===== config.mk =====
export PLATFORM = sky130hd
export DESIGN_NAME = conv_window_sequencer
export DESIGN_NICKNAME = d
export VERILOG_FILES = /design/src/rtl/conv_window_sequencer.sv
export SDC_FILE = /design/constraint.sdc
export NUM_CORES = 1
export LEC_CHECK = 0
export CAP_MARGIN = 20
export CORE_UTILIZATION = 30
export CTS_CLUSTER_SIZE = 30
export DETAILED_ROUTE_END_ITERATION = 12
export HOLD_SLACK_MARGIN = 0.15
export PLACE_DENSITY = 0.58
export SETUP_SLACK_MARGIN = 0.4
export SLEW_MARGIN = 0
export SYNTH_ARGS = -nofsm -noshare
export SYNTH_HDL_FRONTEND = slang
export SYNTH_SLANG_ARGS = --single-unit

===== constraint.sdc =====
create_clock -name clock -period 2 [get_ports clock]
set_input_delay 0.4 -clock clock [delete_from_list [all_inputs] [get_ports clock]]
set_output_delay 0.4 -clock clock [all_outputs]
set_load 0.01 [all_outputs]

===== src/rtl/conv_window_sequencer.sv =====
// Frame sequencer for the convolver window chain: forwards each accepted pixel as a one-cycle shift and flags stride-aligned KxK windows.
// Shift one cycle after accept, window one cycle later; the stream stalls while a window is unconsumed or about to load.
module conv_window_sequencer #(
    parameter int DATA_WIDTH   = 32,
    parameter int KERNEL_SIZE  = 3,
    parameter int IMAGE_WIDTH  = 28,
    parameter int IMAGE_HEIGHT = 28,
    parameter int STRIDE       = 1
) (
    input  logic                            clock,
    input  logic                            r_reset,
    input  logic                            start,
    input  logic [DATA_WIDTH-1:0]           pixel_in,
    input  logic                            pixel_valid,
    output logic                            pixel_ready,
    output logic                            shift_enable,
    output logic [DATA_WIDTH-1:0]           shift_data,
    output logic                            window_valid,
    input  logic                            conv_ready,
    output logic [$clog2(IMAGE_HEIGHT)-1:0] row_count,
    output logic [$clog2(IMAGE_WIDTH)-1:0]  col_count,
    output logic                            busy,
    output logic                            frame_done
);

    localparam int RW = $clog2(IMAGE_HEIGHT);
    localparam int CW = $clog2(IMAGE_WIDTH);
    localparam int PW = (STRIDE > 1) ? $clog2(STRIDE) : 1;

    localparam logic [RW-1:0] ROW_LAST = RW'(IMAGE_HEIGHT - 1);
    localparam logic [RW-1:0] ROW_EDGE = RW'(KERNEL_SIZE - 1);
    localparam logic [CW-1:0] COL_LAST = CW'(IMAGE_WIDTH - 1);
    localparam logic [CW-1:0] COL_EDGE = CW'(KERNEL_SIZE - 1);
    localparam logic [PW-1:0] PH_LAST  = PW'(STRIDE - 1);

    typedef enum logic [1:0] {
        IDLE,
        STREAM,
        DRAIN,
        DONE
    } state_t;

    state_t state, state_nxt;

    logic          win_pend;
    logic [PW-1:0] row_ph;
    logic [PW-1:0] col_ph;
    logic          accept;
    logic          hit;
    logic          col_wrap;
    logic          row_wrap;
    logic          win_load;
    logic          win_stall;

    // Phases hold (pos - (K-1)) mod STRIDE, so no divider is needed for the hit test.
    assign win_load    = shift_enable && win_pend;
    assign win_stall   = window_valid && !conv_ready;
    assign pixel_ready = (state == STREAM) && !win_load && !win_stall;
    assign accept      = pixel_valid && pixel_ready;
    assign col_wrap    = (col_count == COL_LAST);
    assign row_wrap    = (row_count == ROW_LAST);
    assign hit         = (row_count >= ROW_EDGE) && (col_count >= COL_EDGE)
                         && (row_ph == '0) && (col_ph == '0);

    always_ff @(posedge clock or negedge r_reset) begin
        if (!r_reset) begin
            state <= IDLE;
        end else begin
            state <= state_nxt;
        end
    end

    always_comb begin
        state_nxt  = state;
        busy       = 1'b1;
        frame_done = 1'b0;
        case (state)
            IDLE: begin
                busy = 1'b0;
                if (start) begin
                    state_nxt = STREAM;
                end
            end
            STREAM: begin
                if (accept && col_wrap && row_wrap) begin
                    state_nxt = DRAIN;
                end
            end
            DRAIN: begin
                // Last shift must land and any window must be taken before the frame closes.
                if (!shift_enable && (!window_valid || conv_ready)) begin
                    state_nxt = DONE;
                end
            end
            DONE: begin
                frame_done = 1'b1;
                state_nxt  = IDLE;
            end
            default: begin
                state_nxt = IDLE;
            end
        endcase
    end

    always_ff @(posedge clock or negedge r_reset) begin
        if (!r_reset) begin
            shift_enable <= 1'b0;
            shift_data   <= '0;
            win_pend     <= 1'b0;
            window_valid <= 1'b0;
            row_count    <= '0;
            col_count    <= '0;
            row_ph       <= '0;
            col_ph       <= '0;
        end else begin
            shift_enable <= accept;
            win_pend     <= accept && hit;
            if (accept) begin
                shift_data <= pixel_in;
            end

            if (win_load) begin
                window_valid <= 1'b1;
            end else if (conv_ready) begin
                window_valid <= 1'b0;
            end

            if (((state == IDLE) && start) || (state == DONE)) begin
                row_count <= '0;
                col_count <= '0;
                row_ph    <= '0;
                col_ph    <= '0;
            end else if (accept) begin
                if (col_wrap) begin
                    col_count <= '0;
                    col_ph    <= '0;
                    row_count <= row_wrap ? '0 : row_count + 1'b1;
                    if (row_wrap || (row_count < ROW_EDGE) || (row_ph == PH_LAST)) begin
                        row_ph <= '0;
                    end else begin
                        row_ph <= row_ph + 1'b1;
                    end
                end else begin
                    col_count <= col_count + 1'b1;
                    if ((col_count < COL_EDGE) || (col_ph == PH_LAST)) begin
                        col_ph <= '0;
                    end else begin
                        col_ph <= col_ph + 1'b1;
                    end
                end
            end
        end
    end

endmodule


======== Word-level counts from Yosys, hierarchy flattened ========
Cells that the tools add are included.
cells by class
  equality and inequality tests ........... 8
  add/subtract/negate cells ............... 4
  reduce and logical (&&, ||, !) cells .... 29
  divide/modulo/power cells ............... 0
  shift-type cells ........................ 0
  bitwise operators ....................... 2
  multiplexer cells ....................... 23
  multipliers ............................. 0
  magnitude comparators ................... 4
operators with widths
  operator                                               count
  two-way mux 5 bit                                      7
  logical AND 1 bit                                      13
  two-way mux 1 bit                                      12
  adder 5 x 1 -> 5 bit, second input constant            2
  == test 5 bit, second input constant                   2
  >= comparator 5 x 2 -> 1 bit, second input constant    2
  < comparator 5 x 2 -> 1 bit, second input constant     2
  one-hot mux 2 bit (4 select lines)                     1
  two-way mux 2 bit                                      3
  nonzero test 2 bit                                     3
  zero test 1 bit                                        5
  logical OR 1 bit                                       5
  == test 2 bit, second input constant                   2
  inequality test 2 bit, second input constant           2
  AND reduction 3 bit                                    1
  adder 1 bit, second input constant                     2
  == test 2 x 1 -> 1 bit, second input constant          1
  zero test 2 bit                                        1
  inequality test 2 x 1 -> 1 bit, second input constant  1
  NOT 1 bit                                              2
  AND reduction 2 bit                                    1
word-level totals
  ROM bits ................................ 0
  word-level logic and storage cells ...... 79
  register bits after elaboration ......... 49
  output and inout port bits .............. 47
  memories kept ........................... 0
  RAM bits ................................ 0
  latch bits .............................. 0
  bits of input ports ..................... 37

======== Logic depth before layout (Yosys ltp) ========
Gate-level depths: netlist (run 1).
  depth in word-level cells ............... 9
  mapped depth ............................ 8

======== Least setup slack after synthesis (run 1) ========
Ideal clock, no wire load.
  path type ............................... flip-flop to flip-flop
  from .................................... register col_count[0]
  to ...................................... register row_count[4]
  arrival time ............................ 1.633 ns
  setup time .............................. 0.078 ns
  stages on the path, launching flop included .. 7
  required time ........................... 1.922 ns
  period minus slack after synthesis ...... 1.711 ns
  slack ................................... 0.289 ns
  cell sequence ........................... dfrtp_1 -> ha_1 -> and4b_1 -> buf_6 -> nand2_4 -> or4_1 -> a21oi_1
on the way
  cells in the longest elaborated chain, start to end .. 3
RTL lines
  what                           line  RTL
  start: declaration             21    output logic [$clog2(IMAGE_WIDTH)-1:0] col_count,
  start signal: assignment       144   col_count <= col_count + 1'b1;
  == test 5 bit                  60    assign col_wrap = (col_count == COL_LAST);
  nonzero test 2 bit (no line)   --
  AND reduction 2 bit (no line)  --
  end signal: assignment         137   row_count <= row_wrap ? '0 : row_count + 1'b1;
  end: declaration               20    output logic [$clog2(IMAGE_HEIGHT)-1:0] row_count,
Every way passes these cells.
A chain may end at the register's enable or synchronous reset.

======== Worst setup path in the final report (run 1) ========
  from .................................... register col_count[0]
  to ...................................... register state[1]
on the way
  cells in the longest elaborated chain, start to end .. 5
RTL lines
  what                                      line  RTL
  == test 5 bit                             60
  logical AND 1 bit (2 in a row)            85    if (accept && col_wrap && row_wrap) begin
  inequality test 2 x 1 -> 1 bit (no line)  --
  AND reduction 3 bit (no line)             --
  end signal: assignment                    69    state <= state_nxt;
  end: declaration                          43    state_t state, state_nxt;
Every way passes these cells.

==> results of run 1 <==
## sequential cells by signal, indices dropped and copies added (netlist names)
signal	count
shift_data	32
col_count	5
row_count	5
state	2
col_ph	1
row_ph	1
shift_enable	1
win_pend	1
window_valid	1
## worst reg2reg max path, stage by stage, from the launching register on
cell	delay (ns)
dfrtp_2	0.43
ha_4	0.15
and4b_2	0.31
nand2_1	0.10
o21ai_2	0.13
o211ai_1	0.13
mux2_1	0.34
## power breakdown
part | internal (mW) | total (mW) | leakage (nW) | switching (mW)
clock | 0.313 | 0.635 | 0.0542 | 0.322
sequential | 1.13 | 1.23 | 0.606 | 0.107
combinational | 0.504 | 0.929 | 1.37 | 0.425
total | 1.94 | 2.80 | 2.03 | 0.854
## through the flow
step | area, um2 | setup TNS, ns | util [%] | hold WS, ns
CTS | 3470 | 0 | 50.6 | 0.432
floorplan | 2160 | 0 | - | 0.104
detailed placement | 3130 | -0.524 | 45.6 | 0.412
global placement | 3130 | -0.331 | 45.6 | 0.414
finish | 3790 | 0 | 55.2 | 0.427
global route | 3790 | 0 | 55.2 | 0.459
## path summary, 6_finish.rpt
path / end / start / depth (start not counted)
worst max register to register: state[1]$_DFFE_PN0P_ / col_count[0]$_DFFE_PN0P_ / 6
max in group asynchronous: col_count[2]$_DFFE_PN0P_ / r_reset / 3
min in group asynchronous: row_count[2]$_DFFE_PN0P_ / r_reset / 3
worst max-delay path: state[1]$_DFFE_PN0P_ / col_count[0]$_DFFE_PN0P_ / 6
worst min register to register: win_pend$_DFF_PN0_ / col_ph$_DFFE_PN0P_ / 1
worst min-delay path: win_pend$_DFF_PN0_ / col_ph$_DFFE_PN0P_ / 1
## cell usage after synthesis
cell	count
and3_1	4
nand3_1	3
a41oi_1	1
o21ai_1	1
nor4_1	1
nor3_1	2
mux2i_1	2
dfrtp_1	49
ha_1	9
nand4_1	1
o211ai_1	1
o21ai_0	4
nor2_1	5
inv_1	6
nand2b_1	1
or3_1	5
or4_1	3
a21o_1	1
a311oi_1	1
clkbuf_2	1
nand2_1	106
nand2_4	1
and4b_1	2
nor2b_1	3
buf_1	5
buf_6	1
mux2_1	1
nand4b_1	1
buf_2	3
clkinv_2	1
a21oi_1	9
## metal layers
layer	track usage, %	up-vias	part of all wire [%]
met4	3.79	0	0.23
li1	-	1007	-
met1	19.2	981	44
met3	3.52	2	4.8
met2	27.3	56	51
met5	0	-	0
## logic make-up (layout without fill, tap and decap cells)
group	count (synthesis)	after routing	synth area share [%]
AOI/OAI and AO/OA	18	18	4.78
and+or+nand+nor	138	138	27.8
muxes	3	3	1.46
DFF	49	49	57.1
buffers and inverters	17	146	3.61
adders and majority gates	9	9	5.24
## final cells by class
| cell class | instances | area [um2] |
|---|---|---|
| Clock buffer | 7 | 96.3 |
| Tap cell | 96 | 120 |
| Multi-Input combinational cell | 168 | 1010 |
| Inverter | 7 | 32.5 |
| Timing Repair Buffer | 131 | 1300 |
| Sequential cell | 49 | 1230 |
| Clock inverter | 1 | 5.00 |
| Fill cell | 634 | 3080 |
## repair_timing
action	4_1_cts	5_1_grt
hold buffers	1	0
endpoints found under the hold margin	49	0
pin swaps	9	27
endpoints found under the setup margin	60	61
setup buffers	28	8
gates cloned	0	3
gates resized for setup	64	56
==> run metrics, run 1 <==
status complete, no violations; top cells by area, synth dfrtp_1, nand2_1, ha_1, a21oi_1, or3_1; largest net degree at the start of global routing 50; Antenna Nets Post-Route 0; Antenna Cells 0; Req. time, crit path 2.18 ns; delay-heaviest family, CP flip-flops; gp weighted congestion 0.721; GR Overflow Total 0; I/O pins 84; Total GRT Usage 15.5%; Critical Path AT 1.89 ns; Buffers & Inverters on Critical Path 0; area grow syn2layout 76.4%; Startpoint Class flip-flop; Core ar. 6870 um2; Detailed Routing Iterations Pass 1 4; Syn Area/Cell 9.18 um2; Longest Clk Path Bufs 2; Pwr Density 738 nW/um2; Initial Util 31.3%; Die X-Extent 86.6 um; first-pass GRT wire length 9230 um; DRC Markers 0; number of max-cap violations 0; VDD IR-drop max 0.291 mV; Slew HR 81.7%; wire per inst 13.3 um; Setup-failing EPs final 0; post-synth top area cell dfrtp_1; NumNets Final 408; Die Area 7500 um2; Worst Path Max Fanout 4; number of I/O port buffers 83; Crit. End Element flip-flop; Tot Pwr 2.80 mW; vias per cell 4.46; yosys warns 0; routed via count 2046; Core Rows 30; number of antenna violations at the first check in global routing 0; setup ws final 0.292 ns; Mapped Area 2150 um2; Final Cycle Share 85.4%; final hold vios 0; commonest non-fill, non-tap cells in the layout nand2_1, dfrtp_1, clkdlybuf4s50_1, dlygate4sd2_1, buf_4; register-to-register path setup slack 0.29 ns; root buffer selected by CTS clkbuf_8; fin cells 459; commonest non-fill, non-tap cell in the layout nand2_1; fin crit period 1.71 ns; DPL Wire Length 3540 um; share of cells above drive strength 1 27.8%; register area share after synthesis 57.1%; peak per-stage delay on the critical path 0.43 ns; total CTS buffers 5; critical path class flip-flop to flip-flop; unrepaired setup endpoints after global routing true; #FFs+latches synth 49; skew final 0.00484 ns; Syn Inst Count 234; cell chain of the critical path ha_4 -> and4b_2 -> nand2_1 -> o21ai_2 -> o211ai_1 -> mux2_1; Fmax 0.586 GHz; Static Leak 2.03 nW; syn_nets 280; WL final 6090 um; worst slew pin tran 0.274 ns; Die H 86.6 um; Netlist cell types 31; max-slew violations 0; placed cells 411; TritonCTS Sinks 49; CTS tree done; vias in the first global route 1989; HP Class flip-flop to flip-flop; CP max stage cell dfrtp_2; clock latency on the worst-skew pair 0.29 ns; DR iter-0 viols 43; H-tree depth 2; CTS clk-pin slew, worst paths 0.09 ns; dpl ws -0.142 ns; Synth top area share 57.1%
Power figures use the tool's default switching activity.
==> inputs of run 2 (changes only) <==
Settings changed: HOLD_SLACK_MARGIN 0.15 to 0.02, SKIP_LAST_GASP set to 1.
==> run 2 against run 1 <==
  * Clock power barely moved
  * Clock-buffer cell count did not move
  * Fmax about the same
  * Cell area decreased by 0.26%
  * Sequential power about the same
  * Via count is 0.29% lower
  * Global-route usage stayed put
  * Critical endpoint unchanged
  * Highest routed layer unchanged
==> run metrics, run 2 (same netlist as run 1, synthesis figures left out) <==
Static Leak 2.03 nW (-0.21%); unrepaired setup endpoints after global routing true; skew final 0.00514 ns (+0.000306 ns); Req. time, crit path 2.18 ns (about the same); max-slew violations 0 (unchanged); Critical Path Stages 6 (unchanged); DPL Wire Length 3540 um (unchanged); Die Area 7500 um2 (unchanged); Die X-Extent 86.6 um (unchanged); number of antenna violations at the first check in global routing 0 (unchanged); number of I/O port buffers 83 (unchanged); NumNets Final 407 (-0.25%); I/O pins 84 (unchanged); CTS Hold Bufs 0 (-1); Startpoint Class flip-flop; fillers 636 (+0.32%); Setup-failing EPs final 0 (unchanged); share of cells above drive strength 1 27.9% (+0.077 points); vias per cell 4.45 (about the same); Fmax 0.586 GHz (about the same); GR Overflow Total 0 (unchanged); peak per-stage delay on the critical path 0.43 ns (about the same); DR iter-0 viols 41 (-4.7%); clock latency on the worst-skew pair 0.29 ns (about the same); Reg with most FFs shift_data; Largest regs shift_data: 32 flops, col_count: 5 flops, row_count: 5 flops; first-pass GRT wire length 9230 um (unchanged); Antenna Nets Post-Route 0 (unchanged); Final Cycle Share 85.4% (about the same); area grow syn2layout 75.9%; DRC Markers 0 (unchanged); Tot Pwr 2.80 mW (about the same); CTS tree done; Initial Util 31.3% (unchanged); largest net degree at the start of global routing 50 (unchanged); Detailed Routing Iterations Pass 1 4 (unchanged); setup ws final 0.292 ns (-0.000142 ns); Core ar. 6870 um2 (unchanged); Pwr Density 740 nW/um2 (+0.24%); final hold vios 0 (unchanged); Slew HR 81.8% (about the same); delay-heaviest family, CP flip-flops; placed inst area 3130 um2 (unchanged); H-tree depth 2 (unchanged); CP max stage cell dfrtp_2; wire per inst 13.3 um (+0.10%); Core Rows 30 (unchanged); dpl ws -0.142 ns (unchanged); root buffer selected by CTS clkbuf_8; HP Class primary input to asynchronous set/reset pin; FF-to-FF path depth 6 (unchanged); TritonCTS Sinks 49 (unchanged); vias in the first global route 1989 (unchanged); Die H 86.6 um (unchanged); status complete, no violations; Longest Clk Path Bufs 2 (unchanged); Buffers & Inverters on Critical Path 0 (unchanged); max reg flops 32 (unchanged); gp weighted congestion 0.721 (unchanged); hold slack final 0.0699 ns (-0.358 ns); Critical Path AT 1.89 ns (about the same); commonest non-fill, non-tap cells in the layout nand2_1, dfrtp_1, clkdlybuf4s50_1, dlygate4sd2_1, buf_4; crit path launch col_count[0]$_DFFE_PN0P_; CTS clk-pin slew, worst paths 0.09 ns (about the same); Antenna Cells 0 (unchanged); total CTS buffers 5 (unchanged); cell chain of the critical path ha_4 -> and4b_2 -> nand2_1 -> o21ai_2 -> o211ai_1 -> mux2_1; commonest non-fill, non-tap cell in the layout nand2_1; worst slew pin tran 0.273 ns (-0.00110 ns); VDD IR-drop max 0.291 mV (about the same); Total GRT Usage 15.5% (unchanged); critical path class flip-flop to flip-flop; WL final 6080 um (-0.12%); fin crit period 1.71 ns (+0.000142 ns); Crit. End Element flip-flop; routed via count 2040 (-0.29%); number of max-cap violations 0 (unchanged); Worst Path Max Fanout 4 (unchanged); post-route cell area 3780 um2 (-0.26%); worst r2r src col_count[0]$_DFFE_PN0P_
[run 2: area by class of cell]
| cell class | instances | area (um2) | area share [%] |
|---|---|---|---|
| clock buffers | 7 | 96.3 | 2.55 |
| flip-flops and latches | 49 | 1230 | 32.6 |
| well taps | 96 | 120 | 3.18 |
| repair buffers | 130 | 1290 | 34.0 |
| multi-input cells | 168 | 1010 | 26.7 |
| clock inverters | 1 | 5.00 | 0.132 |
| inverters | 7 | 32.5 | 0.861 |
[run 2: worst paths after layout]
path	end	slack, ns
setup reg to reg	state[1]$_DFFE_PN0P_	0.29
hold / removal	row_count[2]$_DFFE_PN0P_	0.07
min in group clock	win_pend$_DFF_PN0_	0.43
hold reg to reg	win_pend$_DFF_PN0_	0.43
max in group asynchronous	col_count[2]$_DFFE_PN0P_	1.67
setup / recovery	state[1]$_DFFE_PN0P_	0.29
[run 2: metrics by stage]
stage / util, % / TNS, ns / cells
3_5_place_dp: 45.6 / -0.524 / 411
2_1_floorplan: - / 0 / 234
3_3_place_gp: 45.6 / -0.331 / 411
6_report: 55.0 / 0 / 458
5_1_grt: 55.0 / 0 / 458
4_1_cts: 50.4 / 0 / 447
[run 2: routing by layer]
| layer | part of all wire, % | GRT usage [%] | vias to the layer above | wire length (um) |
|---|---|---|---|---|
| met5 | 0 | 0 | - | 0 |
| met3 | 5.2 | 3.52 | 2 | 317 |
| met4 | 0.23 | 3.79 | 0 | 14 |
| met2 | 51 | 27.3 | 61 | 3080 |
| met1 | 44 | 19.2 | 975 | 2660 |
| li1 | - | - | 1002 | - |
[run 2: power by group]
group / internal [mW] / total [mW] / switching (mW)
sequential: 1.13 / 1.23 / 0.108
clock: 0.313 / 0.635 / 0.322
combinational: 0.502 / 0.927 / 0.424
total: 1.94 / 2.80 / 0.854
[run 2: worst reg2reg max path, cell delays in order, from the launching register on]
cell	delay, ns
dfrtp_2	0.43
ha_4	0.15
and4b_2	0.31
nand2_1	0.10
o21ai_2	0.13
o211ai_1	0.13
mux2_1	0.34
[run 2: repair_timing]
action,CTS,global route
cloned,0,3
setup buffers,28,8
gates resized for setup,64,56
pin swaps,9,27
setup endpoints to repair,60,61
hold endpoints to repair,0,0
